<file path="config.mk">
export PLATFORM = sky130hd
export DESIGN_NAME = obi_wishbone_bridge
export DESIGN_NICKNAME = d
export VERILOG_FILES = /design/src/rtl/obi_wishbone_bridge.sv
export SDC_FILE = /design/constraint.sdc
export NUM_CORES = 1
export LEC_CHECK = 0
export ABC_AREA = 1
export CELL_PAD_IN_SITES_DETAIL_PLACEMENT = 2
export CELL_PAD_IN_SITES_GLOBAL_PLACEMENT = 2
export CORE_AREA = 2 2 117 119
export CTS_CLUSTER_DIAMETER = 120
export DETAILED_ROUTE_END_ITERATION = 7
export DIE_AREA = 0 0 119 121
export DONT_BUFFER_PORTS = 1
export PLACE_DENSITY = 0.85
export SLEW_MARGIN = 20
export SYNTH_ARGS = -nofsm -noshare
export SYNTH_HDL_FRONTEND = slang
export SYNTH_SLANG_ARGS = --single-unit
</file>
<file path="constraint.sdc">
create_clock -name clk_core -period 4.65 [get_ports clk_core]
set_input_delay 0.93 -clock clk_core [delete_from_list [all_inputs] [get_ports clk_core]]
set_output_delay 0.93 -clock clk_core [all_outputs]
set_load 0.1 [all_outputs]
</file>
<file path="src/rtl/obi_wishbone_bridge.sv">
// OBI responder that replays each granted access as one classic Wishbone master cycle.
// Optional Wishbone wait timeout is built only when OBI_WB_TIMEOUT_EN is defined.
module obi_wishbone_bridge #(
   parameter int unsigned TIMEOUT_CYCLES = 1024,
   parameter logic [31:0] ERR_RDATA      = 32'hDEAD_BEEF
) (
   input  logic        clk_core,
   input  logic        rst_core,
   input  logic        obi_req_i,
   output logic        obi_gnt_o,
   input  logic [31:0] obi_addr_i,
   input  logic        obi_we_i,
   input  logic [3:0]  obi_be_i,
   input  logic [31:0] obi_wdata_i,
   output logic        obi_rvalid_o,
   output logic [31:0] obi_rdata_o,
   output logic        obi_err_o,
   output logic        core_cyc,
   output logic        core_stb,
   output logic        core_we,
   output logic [3:0]  core_sel,
   output logic [31:0] core_addr,
   output logic [31:0] core_data_out,
   input  logic [31:0] core_data_in,
   input  logic        core_ack
);

   typedef enum logic [1:0] {IDLE, BUS, RESP} state_t;

   state_t      state;
   logic        cyc_q;
   logic        we_q;
   logic [3:0]  be_q;
   logic [31:0] addr_q;
   logic [31:0] wdata_q;
   logic [31:0] rdata_q;
   logic        rvalid_q;
   logic        timed_out;

   if (TIMEOUT_CYCLES < 2 || TIMEOUT_CYCLES > 65535) begin : g_bad_timeout
      $error("TIMEOUT_CYCLES must lie in 2..65535");
   end

   // A grant in RESP overlaps the response beat, giving one access every two cycles.
   assign obi_gnt_o = obi_req_i & ((state == IDLE) | (state == RESP));

`ifdef OBI_WB_TIMEOUT_EN
   localparam logic [15:0] LAST_WAIT = 16'(TIMEOUT_CYCLES - 1);

   logic [15:0] wait_cnt;
   logic        err_q;

   // Ack in the final allowed cycle still wins over the timeout.
   assign timed_out = (state == BUS) & ~core_ack & (wait_cnt == LAST_WAIT);

   always_ff @(posedge clk_core or posedge rst_core) begin
      if (rst_core) begin
         wait_cnt <= '0;
         err_q    <= 1'b0;
      end else begin
         if (obi_gnt_o)
            wait_cnt <= '0;
         else if (state == BUS && !core_ack)
            wait_cnt <= wait_cnt + 16'd1;

         if (state == BUS && core_ack)
            err_q <= 1'b0;
         else if (timed_out)
            err_q <= 1'b1;
      end
   end

   assign obi_err_o = err_q;
`else
   assign timed_out = 1'b0;
   assign obi_err_o = 1'b0;
`endif

   // NOTE: the async reset clears cyc_q directly, so cyc/stb fall without waiting for an edge.
   always_ff @(posedge clk_core or posedge rst_core) begin
      if (rst_core) begin
         state    <= IDLE;
         cyc_q    <= 1'b0;
         we_q     <= 1'b0;
         be_q     <= '0;
         addr_q   <= '0;
         wdata_q  <= '0;
         rdata_q  <= '0;
         rvalid_q <= 1'b0;
      end else begin
         rvalid_q <= 1'b0;

         if (obi_gnt_o) begin
            addr_q  <= obi_addr_i & 32'hFFFF_FFFC;
            we_q    <= obi_we_i;
            be_q    <= obi_be_i;
            wdata_q <= obi_wdata_i;
         end

         case (state)
            IDLE: begin
               if (obi_req_i) begin
                  state <= BUS;
                  cyc_q <= 1'b1;
               end
            end
            BUS: begin
               if (core_ack) begin
                  rdata_q  <= we_q ? 32'h0 : core_data_in;
                  state    <= RESP;
                  cyc_q    <= 1'b0;
                  rvalid_q <= 1'b1;
               end else if (timed_out) begin
                  rdata_q  <= ERR_RDATA;
                  state    <= RESP;
                  cyc_q    <= 1'b0;
                  rvalid_q <= 1'b1;
               end
            end
            RESP: begin
               if (obi_req_i) begin
                  state <= BUS;
                  cyc_q <= 1'b1;
               end else begin
                  state <= IDLE;
               end
            end
            default: begin
               state <= IDLE;
               cyc_q <= 1'b0;
            end
         endcase
      end
   end

   assign core_cyc      = cyc_q;
   assign core_stb      = cyc_q;
   assign core_we       = we_q;
   assign core_sel      = be_q;
   assign core_addr     = addr_q;
   assign core_data_out = wdata_q;
   assign obi_rvalid_o  = rvalid_q;
   assign obi_rdata_o   = rdata_q;

endmodule

</file>
# After elaboration in Yosys (flattened, before gate mapping)
# Cells that the tools add are included.
[word_totals]
regBits = 103
inputBits = 105
out_inout_bits = 106
wordCells = 30
[op_classes]
eq_ne = 5
n_mux = 10
bitwise_logic = 2
reduce_logical = 5
[ops]
columns = ["cell", "count"]
rows = [
  ["32-bit two-way mux", 1],
  ["2-bit case mux with 3 select lines", 1],
  ["2-bit AND reduction", 3],
  ["1-bit two-way mux", 5],
  ["2-bit two-way mux", 2],
  ["2-bit inequality test, second input constant", 2],
  ["2-bit by 1-bit == test with 1-bit output, second input constant", 1],
  ["2-bit == test, second input constant", 1],
  ["2-bit zero test", 1],
  ["2-bit by 1-bit inequality test with 1-bit output, second input constant", 1],
  ["1-bit case mux with 2 select lines", 1],
  ["2-bit OR reduction", 1],
  ["1-bit bitwise AND", 1],
  ["1-bit OR", 1],
]

# Depth between registers and ports, before layout
# Gate-level depths: netlist of run 1.
[depth]
word_depth = 4
depth_mapped = 7
ltp_nobuf = 5

# Worst setup path before layout of run 1
# Ideal clock, no wire load.
[synth_path]
path_type = "input to output"
start = "in obi_req_i"
end = "out obi_gnt_o"
arrival_time_ns = 1.538
required_ns = 3.720
setup_slack_ns = 2.182
cell_stages = 3
n_path_buf = 1
cell_sequence = "nand2_4 -> inv_2 -> buf_2"
[synth_between]
elab_chain_cells = 1
[synth_lines]
columns = ["item", "line_no", "rtl"]
rows = [
  ["from (decl)", "9", "input logic obi_req_i,"],
  ["1-bit bitwise AND", "45", "assign obi_gnt_o = obi_req_i & ((state == IDLE) | (state == RESP));"],
  ["to (decl)", "10", "output logic obi_gnt_o,"],
]
# Every way passes these cells.

# Worst setup path after layout of run 1
# Ends and elaborated chain as after synthesis.

==> run_results.csv, run 1 <==
group,metric,value,unit
run_status,outcome,"finished, final reports clean",
yosys,avgSynthCellArea,8.23,um^2
power,ir_drop,0.260,mV
floorplan,die_area,14400,um^2
power,comb_power_share,0.090,
sta,slew_viol_final,0,
sta,finClkSkew,3.66,ps
floorplan,fp.dieW,119,um
min_path,hold_class,"reg -> reg",
power,total_power,4.28,mW
sta,slew_headroom,0.265,
placed_design,dp_slack,1670,ps
clock_network,htreeDepth,3,
finish,syn_to_final_growth,9.95,%
finish,multi_input_area,1330,um^2
clock_network,cts_root_buf,"clkbuf_16",
global_routing,grt_max_degree,76,
sta,setup_viol,0,
finish,antennaDiodeCount,0,
routing,routed_wirelength,12.1,mm
routing,dr.pass1.iters,4,
placed_design,port_buffers,0,
clock_network,cts_tree,"built",
sta,worst_slack,1770,ps
routing,drtIter0Drc,164,
finish,drive_gt1_frac,0.0477,
global_routing,antenna_found_initial,0,
power,p_leak,2.62,nW
setup_path,worstPathMaxFanout,70,
finish,ff_latch_area,2580,um^2
setup_path,worstPathArrival,1950,ps
routing,vias,3273,
yosys,synth_area,4220,um^2
power,net-switching-power,2.54,mW
global_routing,grt_pass1_vias,3645,
clock_network,cts_setup_buffers,0,
finish,fill_cells,1501,
sta,hold_violations,0,
placed_design,place.gp.congestion,0.765,
setup_path,crit_buf_inv,1,
floorplan,start_util,0.323,
placed_design,hpwl,8.41,mm
clock_network,post_cts_resized,0,
global_routing,met1_usage,0.187,
setup_path,crit_type,"in -> out",
power,p_sw_frac,0.593,
setup_path,r2r_setup_slack,2110,ps
clock_network,hold_buffers,0,
global_routing,grt_use_met2,0.304,
finish,utilization,0.355,
setup_path,start_kind,"input port",
floorplan,die_h,121,um
yosys,yosysWarnings,0,
global_routing,gr-total-overflow,0,
floorplan,pin_count,211,
sta,rsz0062_at_grt,"false",
setup_path,slowest_delay,590,ps
yosys,synthCells,513,
routing,wl_per_cell,17.9,um
floorplan,coreArea,13100,um^2
global_routing,grt_usage,0.174,
sta,tns,0,ps
routing,viasPerCell,4.82,
placed_design,placedCellCount,663,
yosys,synth.ff_latch_count,103,
floorplan,rows,42,
setup_path,critPathSlowestCell,"inv_2",
sta,worst_pin_slew,1100,ps
setup_path,cp_top_family,"buffers and inverters",
clock_network,clockBufferDepth,2,
clock_network,clk_latency,350,ps
power,power.share.clock,0.200,
sta,fmax,347,MHz
yosys,seq_area_frac_synth,0.610,
power,p_per_area,922,nW/um^2
power,seq_power_share,0.710,
job,drv_cap,0,
global_routing,grt_first_pass_wirelength,19.3,mm
setup_path,cp.required,3720,ps
global_routing,grtUsageMet3,0.0695,
clock_network,cts_made_buffers,9,
routing,route.detailed.drc,0,
finish,nets,603,
setup_path,end_kind,"primary output",
yosys,synth_cell_types,14,
global_routing,busiest_layer,"met2",
sta,finalCritPeriodShare,0.620,
finish,final_cells,679,
clock_network,clkTransAtPathRegs,70,ps
clock_network,cts.sinks,103,
setup_path,crit_chain,"nand2_4, inv_2",
sta,fin_crit,2880,ps
power,p_int,1.74,mW
routing,antenna_left,0,
## per-stage QoR
| step | area [um^2] | hold slack [ps] |
|---|---|---|
| finish | 4640 | 594 |
| global route | 4640 | 648 |
| CTS | 4640 | 600 |
| detailed placement | 4310 | 589 |
| global placement | 4310 | 564 |
| floorplan | 4230 | 543 |
## cells in the final DEF, fill, tap and decap left out
cell,netlist,final
buf_4,6,4
bufinv_16,0,3
clkbuf_1,6,3
clkbuf_16,0,9
clkinv_2,0,1
conb_1,1,3
dfrtp_1,103,101
dfrtp_2,0,2
inv_1,38,37
inv_2,2,2
inv_4,0,1
nand2_1,268,268
nand2_4,1,1
nand3_1,33,33
nor2_1,32,32
nor2_2,1,1
o21ai_0,2,2
## synthesized netlist by cell type (all sizes together)
cell type,number,area [um^2]
conb,1,3.75
nand2,269,1020
dfrtp,103,2580
nor2,33,126
buf,26,151
clkbuf,6,22.5
o21ai,2,10.0
nand3,33,165
inv,40,150
## worst paths after layout
check | startpoint | end | depth (start not counted)
max | obi_req_i | obi_gnt_o | 2
min | state[1]$_DFFE_PP0P_ | core_cyc$_DFFE_PP0P_ | 3
max reg2reg | state[0]$_DFFE_PP0P_ | core_addr[11]$_DFFE_PP0P_ | 6
min reg2reg | state[1]$_DFFE_PP0P_ | core_cyc$_DFFE_PP0P_ | 3
max in group asynchronous | rst_core | core_data_out[2]$_DFFE_PP0P_ | 2
min in group asynchronous | rst_core | core_data_out[23]$_DFFE_PP0P_ | 1
## power groups by stage
stage / combinational (mW) / clock, mW / sequential (mW)
after detailed placement: 0.399 / 0 / 3.06
after CTS: 0.399 / 0.887 / 3.05
final: 0.386 / 0.857 / 3.04
after global routing: 0.456 / 0.925 / 3.07
after floorplan: 0.364 / 0 / 2.95
after global placement: 0.355 / 0 / 3.05
## sequential cells by signal (all words and copies together), names as in the netlist
name	cells
core_addr	30
state	2
core_we	1
obi_rdata_o	32
obi_rvalid_o	1
core_cyc	1
core_data_out	32
core_sel	4
## routing by layer
metal | vias up | part of all wire
li1 | 1476 | -
met1 | 1652 | 0.37
met2 | 129 | 0.53
met3 | 16 | 0.079
met4 | 0 | 0.023
met5 | - | 0
## area by class of cell
type                            count  share of cell area
Multi-Input combinational cell    340               0.286
Clock inverter                      4              0.0205
Clock buffer                       12              0.0509
Sequential cell                   103               0.555
Tap cell                          176              0.0474
Timing Repair Buffer                4             0.00647
Inverter                           40              0.0329
## worst register-to-register path: cells and delay by family (launching register included)
| family | cells | cell delay [ps] |
|---|---|---|
| DFF | 1 | 410 |
| and+or+nand+nor | 3 | 650 |
| buffers and inverters | 3 | 1410 |
## cells by family after synthesis
logic type | synth area share
compound gates | 0.00237
other cells | 0.000888
simple gates | 0.310
buf+inv | 0.0767
flops | 0.610
No activity file was read; power rests on OpenSTA's default activity.
==> run 2, diff against run 1 <==
--- a/config.mk
+++ b/config.mk
@@ -8,12 +8,12 @@
 export ABC_AREA = 1
 export CELL_PAD_IN_SITES_DETAIL_PLACEMENT = 2
 export CELL_PAD_IN_SITES_GLOBAL_PLACEMENT = 2
-export CORE_AREA = 2 2 117 119
+export CORE_AREA = 2 2 122 124
 export CTS_CLUSTER_DIAMETER = 120
 export DETAILED_ROUTE_END_ITERATION = 7
-export DIE_AREA = 0 0 119 121
+export DIE_AREA = 0 0 124 126
 export DONT_BUFFER_PORTS = 1
-export PLACE_DENSITY = 0.85
+export PLACE_DENSITY = 0.82
 export SLEW_MARGIN = 20
 export SYNTH_ARGS = -nofsm -noshare
 export SYNTH_HDL_FRONTEND = slang
==> constraint.sdc (replaced) <==
create_clock -name clk_core -period 2.35 [get_ports clk_core]
set_input_delay 0.47 -clock clk_core [delete_from_list [all_inputs] [get_ports clk_core]]
set_output_delay 0.47 -clock clk_core [all_outputs]
set_load 0.1 [all_outputs]
==> run 2 against run 1 <==
Critical path depth increased by 1. Combinational power increased to 13 times the previous value. Die area rose by 8.5%. First-iteration DRC count is 7.3% lower. Flip-flop and latch count stayed put. Design area rose by 18%. Utilization up 2.7 points. Clock power up 87%. Non-clock buffer count up 105.
==> run_results.csv, run 2 (same netlist as run 1, synthesis figures left out) <==
group,metric,value,unit
routing,vias,3730,
placed_design,place.gp.congestion,0.808,
routing,route.detailed.drc,0,
global_routing,grt_pass1_vias,4201,
finish,syn_to_final_growth,29.3,%
routing,dr.pass1.iters,4,
sta,finClkSkew,6.50,ps
setup_path,crit_type,"reg -> out",
placed_design,dp_slack,787,ps
sta,rsz0062_at_grt,"false",
global_routing,grt_usage,0.181,
finish,final_common_cell,"nand2_1",
power,p_per_area,1680,nW/um^2
sta,slew_headroom,0.511,
power,ir_drop,0.468,mV
clock_network,cts_made_buffers,9,
floorplan,die_area,15600,um^2
sta,worst_slack,511,ps
global_routing,grt_max_degree,104,
global_routing,met1_usage,0.191,
setup_path,worstPathMaxFanout,5,
floorplan,die_h,126,um
placed_design,port_buffers,0,
floorplan,pin_count,211,
setup_path,start_kind,"register",
floorplan,rows,44,
clock_network,cts.sinks,103,
global_routing,gr-total-overflow,0,
finish,nets,708,
sta,fin_crit,1840,ps
finish,ff_latch_area,2580,um^2
setup_path,worstPathArrival,1370,ps
power,p_leak,3.15,nW
global_routing,antenna_found_initial,0,
finish,multi_input_area,1330,um^2
routing,wl_per_cell,17.2,um
clock_network,hold_buffers,0,
global_routing,busiest_layer,"met2",
setup_path,cp.required,1880,ps
finish,final_cell_mix,"268 x nand2_1, 106 x buf_4, 101 x dfrtp_1",
min_path,hold_class,"in -> async",
clock_network,clockBufferDepth,2,
finish,drive_gt1_frac,0.216,
floorplan,coreArea,14300,um^2
sta,fmax,544,MHz
routing,drtIter0Drc,152,
clock_network,post_cts_resized,0,
finish,fill_cells,1639,
clock_network,cts_tree,"built",
routing,antenna_left,0,
sta,worst_pin_slew,733,ps
finish,final_cells,791,
sta,finalCritPeriodShare,0.783,
sta,hold_violations,0,
clock_network,clk_latency,350,ps
job,drv_cap,0,
floorplan,start_util,0.295,
routing,viasPerCell,4.72,
global_routing,grt_use_met2,0.325,
placed_design,hpwl,9.96,mm
clock_network,htreeDepth,3,
routing,routed_wirelength,13.6,mm
clock_network,cts_root_buf,"clkbuf_16",
sta,slew_viol_final,0,
sta,tns,0,ps
finish,antennaDiodeCount,0,
setup_path,end_kind,"primary output",
run_status,outcome,"finished, final reports clean",
global_routing,grtUsageMet3,0.0571,
placed_design,placedCellCount,776,
global_routing,grt_first_pass_wirelength,21.8,mm
clock_network,cts_setup_buffers,0,
sta,setup_viol,0,
clock_network,clkTransAtPathRegs,70,ps
floorplan,fp.dieW,124,um
-- run 2: cell count changes in the layout (fill, tap and decap cells not counted), sizes merged --
cell / before / now
clkinvlp: 0 / 2
clkinv: 1 / 3
bufinv: 3 / 2
clkbuf: 12 / 9
buf: 4 / 109
inv: 40 / 39
-- run 2: final timing paths --
check | endpoint | depth (start not counted) | start | slack [ps]
worst max-delay path | obi_gnt_o | 3 | state[0]$_DFFE_PP0P_ | 510
worst min-delay path | core_addr[10]$_DFFE_PP0P_ | 2 | rst_core | 130
worst max register to register | core_addr[30]$_DFFE_PP0P_ | 6 | state[0]$_DFFE_PP0P_ | 800
worst min register to register | core_data_out[30]$_DFFE_PP0P_ | 2 | core_data_out[30]$_DFFE_PP0P_ | 500
max in group asynchronous | core_we$_DFFE_PP0P_ | 2 | rst_core | 1740
min in group clk_core | core_addr[11]$_DFFE_PP0P_ | 2 | obi_addr_i[11] | 230
-- run 2: worst max-delay path: stages (launching register included) --
cell and delay [ps]:
dfrtp_1 420, inv_2 100, nand2_4 50, inv_2 440
-- run 2: metrics by stage --
step | power, mW | utilization | instance area (um^2) | hold slack (ps)
final | 9.19 | 0.382 | 5460 | 134
after global routing | 9.57 | 0.382 | 5460 | 196
after CTS | 9.29 | 0.382 | 5460 | 178
after detailed placement | 7.66 | 0.360 | 5150 | 479
after global placement | 7.51 | 0.360 | 5150 | 463
after floorplan | 6.55 | - | 4240 | 543
-- run 2: layer usage --
layer  up-vias  wire, um
met5         -         0
met4         0       397
met3        28       969
met2       133      7240
met1      1878      5010
li1       1691         -
-- run 2: area by class of cell --
class,instances,area share
Multi-Input combinational cell,340,0.244
Timing Repair Buffer,109,0.157
Tap cell,184,0.0422
Sequential cell,103,0.472
Clock inverter,6,0.0158
Clock buffer,9,0.0412
Inverter,40,0.0282
-- run 2: power breakdown --
| group | leakage (nW) | switching, mW | internal [mW] |
|---|---|---|---|
| clock | 0.151 | 0.670 | 0.926 |
| sequential | 1.29 | 0.203 | 2.23 |
| combinational | 1.71 | 4.32 | 0.845 |
==> variant 1, RTL diff (config.mk and constraints of run 1) <==
The 3 states of `state_t` get a one-hot encoding in 3 bits.
--- a/src/rtl/obi_wishbone_bridge.sv
+++ b/src/rtl/obi_wishbone_bridge.sv
@@ -27,3 +27,3 @@
 
-   typedef enum logic [1:0] {IDLE, BUS, RESP} state_t;
+   typedef enum logic [2:0] {IDLE = 3'b001, BUS = 3'b010, RESP = 3'b100} state_t;
 
Behaviour: same outputs for any inputs over 10 cycles, from zero or initial values and one cycle with rst_core high; not proved beyond that.
==> variant 1 against run 1 <==
Hold slack gained 0.99 ps. Sequential cell count increased by 1. Register-to-register slack gained 340 ps. Sequential share of layout area is 1.2 points lower. Synthesized cell count fell by 8.8%. Via count down 3.8%. Design area up 3.1%. Worst setup slack worse by 140 ps. Critical path type is now register to output port. Critical endpoint unchanged. Wire length down 6.4%. Cell count decreased by 7.2%. Area after synthesis grew 6.2%.
Power is left out: the tool's default activity adds up to more than one toggle a clock period on the data nets, which glitch-free logic cannot reach.
==> variant 1: results (changes against run 1) <==
routing:
  dr.pass1.iters: 5  # was 4
  first_iter_violations: 134  # was 164
  drt_wl_total_um: 11400  # was 12100 um
  num_vias: 3149  # was 3273
  drt-vias-per-instance: 5.00  # was 4.82
synth:
  syn_avg_cell_area_sq_um: 9.58  # was 8.23 sq um
  synth-seq-area-share_pct: 58.1  # was 61.0%
  ys_top_cells_by_count: "nand2_1 (207), dfrtp_1 (103), nand3_1 (39)"  # was nand2_1 (268), dfrtp_1 (103), inv_1 (38)
  async_reset_ff_share_pct: 100  # unchanged
  synth_area_leaders: "dfrtp_1 (57%), nand2_1 (17%), nand3_2 (7.4%)"  # was dfrtp_1 (61%), nand2_1 (24%), nand3_1 (3.9%)
global_routing:
  grt_max_degree: 71  # was 76
  grt_pass1_vias: 3466  # was 3645
  grt_pass1_wl_um: 18600  # was 19300 um
  grt_use_total_pct: 16.3  # was 17.4%
hold_path:
  hold_end: "state[0]"  # was core_cyc
  hold_depth: 2  # was 3
  holdCritStartpoint: "state[0]"  # was state[1]
status:
  status: "complete, no violations"  # unchanged
critical_path:
  reg2reg_from: "core_we"  # was state[0]
  cp_slowest_cell: "dfstp_2"  # was inv_2
  r2r_slack_ps: 2450  # was 2110 ps
  critPathTopFamily: "simple AND/OR/NAND/NOR gates"  # was buffers and inverters
  crit_path_start: "state[0]"  # was obi_req_i
  critPathKind: "register to output port"  # was primary input to output port
  reg2reg_depth: 3  # was 6
timing:
  worst_slack_ps: 1630  # was 1770 ps
  skew_ps: 3.28  # was 3.66 ps
finish:
  nFillCells: 1435  # was 1501
  drive_gt1_share_pct: 17.0  # was 4.77%
  fin_nets: 554  # was 603
  regArea_sq_um: 2610  # was 2580 sq um
placed_design:
  hpwl_um: 7970  # was 8410 um
  dpl-instance-area_sq_um: 4470  # was 4310 sq um
  dp_cells: 614  # was 663
  io_buffers: 0  # unchanged
  dpl_worst_slack_ps: 1770  # was 1670 ps
[variant 1: cell count changes in the layout (fill, tap and decap cells not counted), sizes merged, moves of 30 or more]
cell	before	now
inv	40	10
nand2	269	209
o21ai	2	33
nor2	33	1
nand3	33	72
[variant 1: final cells by class]
type                       count  share of cell area, %
multi-input combinational    320                   32.8
inverter                      10                  0.836
timing repair buffer           4                  0.627
sequential                   104                   54.4
tap                          176                   4.60
clock inverter                 6                   1.72
clock buffer                  10                   4.99
[variant 1: cell families (layout without fill, tap and decap cells)]
group | count (synthesis) | in the layout | share of synthesized area (%)
other cells | 1 | 3 | 0.0836
simple gates | 284 | 284 | 30.0
compound gates | 33 | 33 | 4.85
buf+inv | 46 | 30 | 7.03
flops | 104 | 104 | 58.1
[variant 1: per-layer routing]
metal  track usage [%]  up-vias  routed length (um)
met5                 0        -                   0
met4              4.76        0                 138
met3              7.42       10                1190
met2              27.0      142                5560
met1              19.0     1561                4480
li1                  -     1436                   -
==> variant 2, RTL diff (settings of run 1) <==
Without the edit above. Add a define of `OBI_WB_TIMEOUT_EN`.
--- a/src/rtl/obi_wishbone_bridge.sv
+++ b/src/rtl/obi_wishbone_bridge.sv
@@ -2,2 +2,4 @@
 // Optional Wishbone wait timeout is built only when OBI_WB_TIMEOUT_EN is defined.
+`define OBI_WB_TIMEOUT_EN
+
 module obi_wishbone_bridge #(
Behaviour: same outputs for any inputs over 10 cycles, from zero or initial values and one cycle with rst_core high; that may be too few to reach the edited logic, so the function may still have changed.
==> variant 2 against run 1 <==
Non-clock buffer count unchanged. Design area up 28%. Total power up 21%. Sequential share of layout area down 4.9 points. First-iteration DRC count up 10%. Wire length up 35%. Sequential cell count up 17. Worst setup slack better by 320 ps. Area after synthesis up 22%. Critical endpoint unchanged.
==> variant 2: results (changes against run 1) <==
power_and_ir_drop:
  comb_power_uw: 428  # was 386 uW
  leakage_nw: 3.12  # was 2.62 nW
  internal_power_mw: 2.41  # was 1.74 mW
  p_seq_share_pct: 63.3  # was 71.0%
critical_path:
  critPathMaxStageDelay_ps: 630  # was 590 ps
  crit_arrival_ps: 1630  # was 1950 ps
  worst-path-max-fanout: 25  # was 70
  cp_slowest_cell: "clkinv_2"  # was inv_2
routing:
  drt-vias-per-instance: 5.23  # was 4.82
  drt_wl_total_um: 16300  # was 12100 um
  drt-met1-wl_um: 6070  # was 4450 um
  first_iter_violations: 181  # was 164
  routed-wl-met3_um: 1080  # was 958 um
  wl_met2_um: 8830  # was 6460 um
global_routing:
  grt_pass1_wl_um: 26900  # was 19300 um
  grt_use_total_pct: 24.1  # was 17.4%
  grt_max_degree: 83  # was 76
synth:
  synth-seq-area-share_pct: 58.1  # was 61.0%
  netlist_instances: 632  # was 513
  synth_area_leaders: "dfrtp_1 (58%), nand2_1 (22%), nand3_1 (4.0%)"  # was dfrtp_1 (61%), nand2_1 (24%), nand3_1 (3.9%)
  ys_types: 27  # was 14
finish:
  layout.cells.non_filler: 812  # was 679
  drive_gt1_share_pct: 7.86  # was 4.77%
  fin_nets: 730  # was 603
timing:
  skew_ps: 7.05  # was 3.66 ps
  maxSlewHeadroom_pct: 34.6  # was 26.5%
placed_design:
  hpwl_um: 10700  # was 8410 um
  dpl_worst_slack_ps: 2040  # was 1670 ps
hold_path:
  hp-class: "primary input to async pin"  # was register to register
clock_network:
  htreeDepth: 4  # was 3
  clkLatencyLatePin_ps: 420  # was 350 ps
  path_clk_slew_ps: 50  # was 70 ps
status:
  status: "complete, no violations"  # unchanged
variant 2: cell count changes in the layout (fill, tap and decap cells not counted), moves of 8 or more:
cell | before | now
nand2_1 | 268 | 301
nand3_1 | 33 | 41
clkbuf_16 | 9 | 17
o21ai_0 | 2 | 31
a21oi_1 | 0 | 8
dfrtp_1 | 101 | 118
variant 2: per-stage QoR:
step / hold WS [ps] / util, % / total power, mW / cell area (sq um)
3_5_place_dp: 520 / 40.2 / 3.73 / 5270
2_1_floorplan: 461 / - / 3.56 / 5170
3_3_place_gp: 485 / 40.2 / 3.68 / 5270
6_report: 529 / 45.3 / 5.19 / 5930
4_1_cts: 537 / 45.3 / 5.24 / 5930
5_1_grt: 562 / 45.3 / 5.37 / 5930
variant 2: logic make-up after synthesis:
kind of cell	count (synthesis)	synth area share, %
AOI/OAI and AO/OA	42	4.24
buffers and inverters	78	6.51
adders and majority gates	1	0.242
and+or+nand+nor	390	30.8
other	1	0.0726
DFF	120	58.1
variant 2: final timing paths:
kind	slack, ps	endpoint	depth (start not counted)	start
hold reg to reg	530	core_cyc	1	state[0]
min in group clk_core	530	core_cyc	1	state[0]
setup reg to reg	2400	obi_rdata_o[3]	7	wait_cnt[0]
hold / removal	530	core_sel[0]	1	rst_core
max in group asynchronous	3170	core_data_out[4]	2	rst_core
setup / recovery	2090	obi_gnt_o	2	obi_req_i
variant 2: area by class of cell:
| class | count | area, sq um | share of cell area (%) |
|---|---|---|---|
| repair buffers | 4 | 30.0 | 0.506 |
| flip-flops and latches | 120 | 3010 | 50.7 |
| inverters | 46 | 176 | 2.97 |
| clock buffers | 24 | 502 | 8.46 |
| multi-input cells | 435 | 1830 | 30.9 |
| well taps | 176 | 220 | 3.71 |
| clock inverters | 7 | 163 | 2.74 |
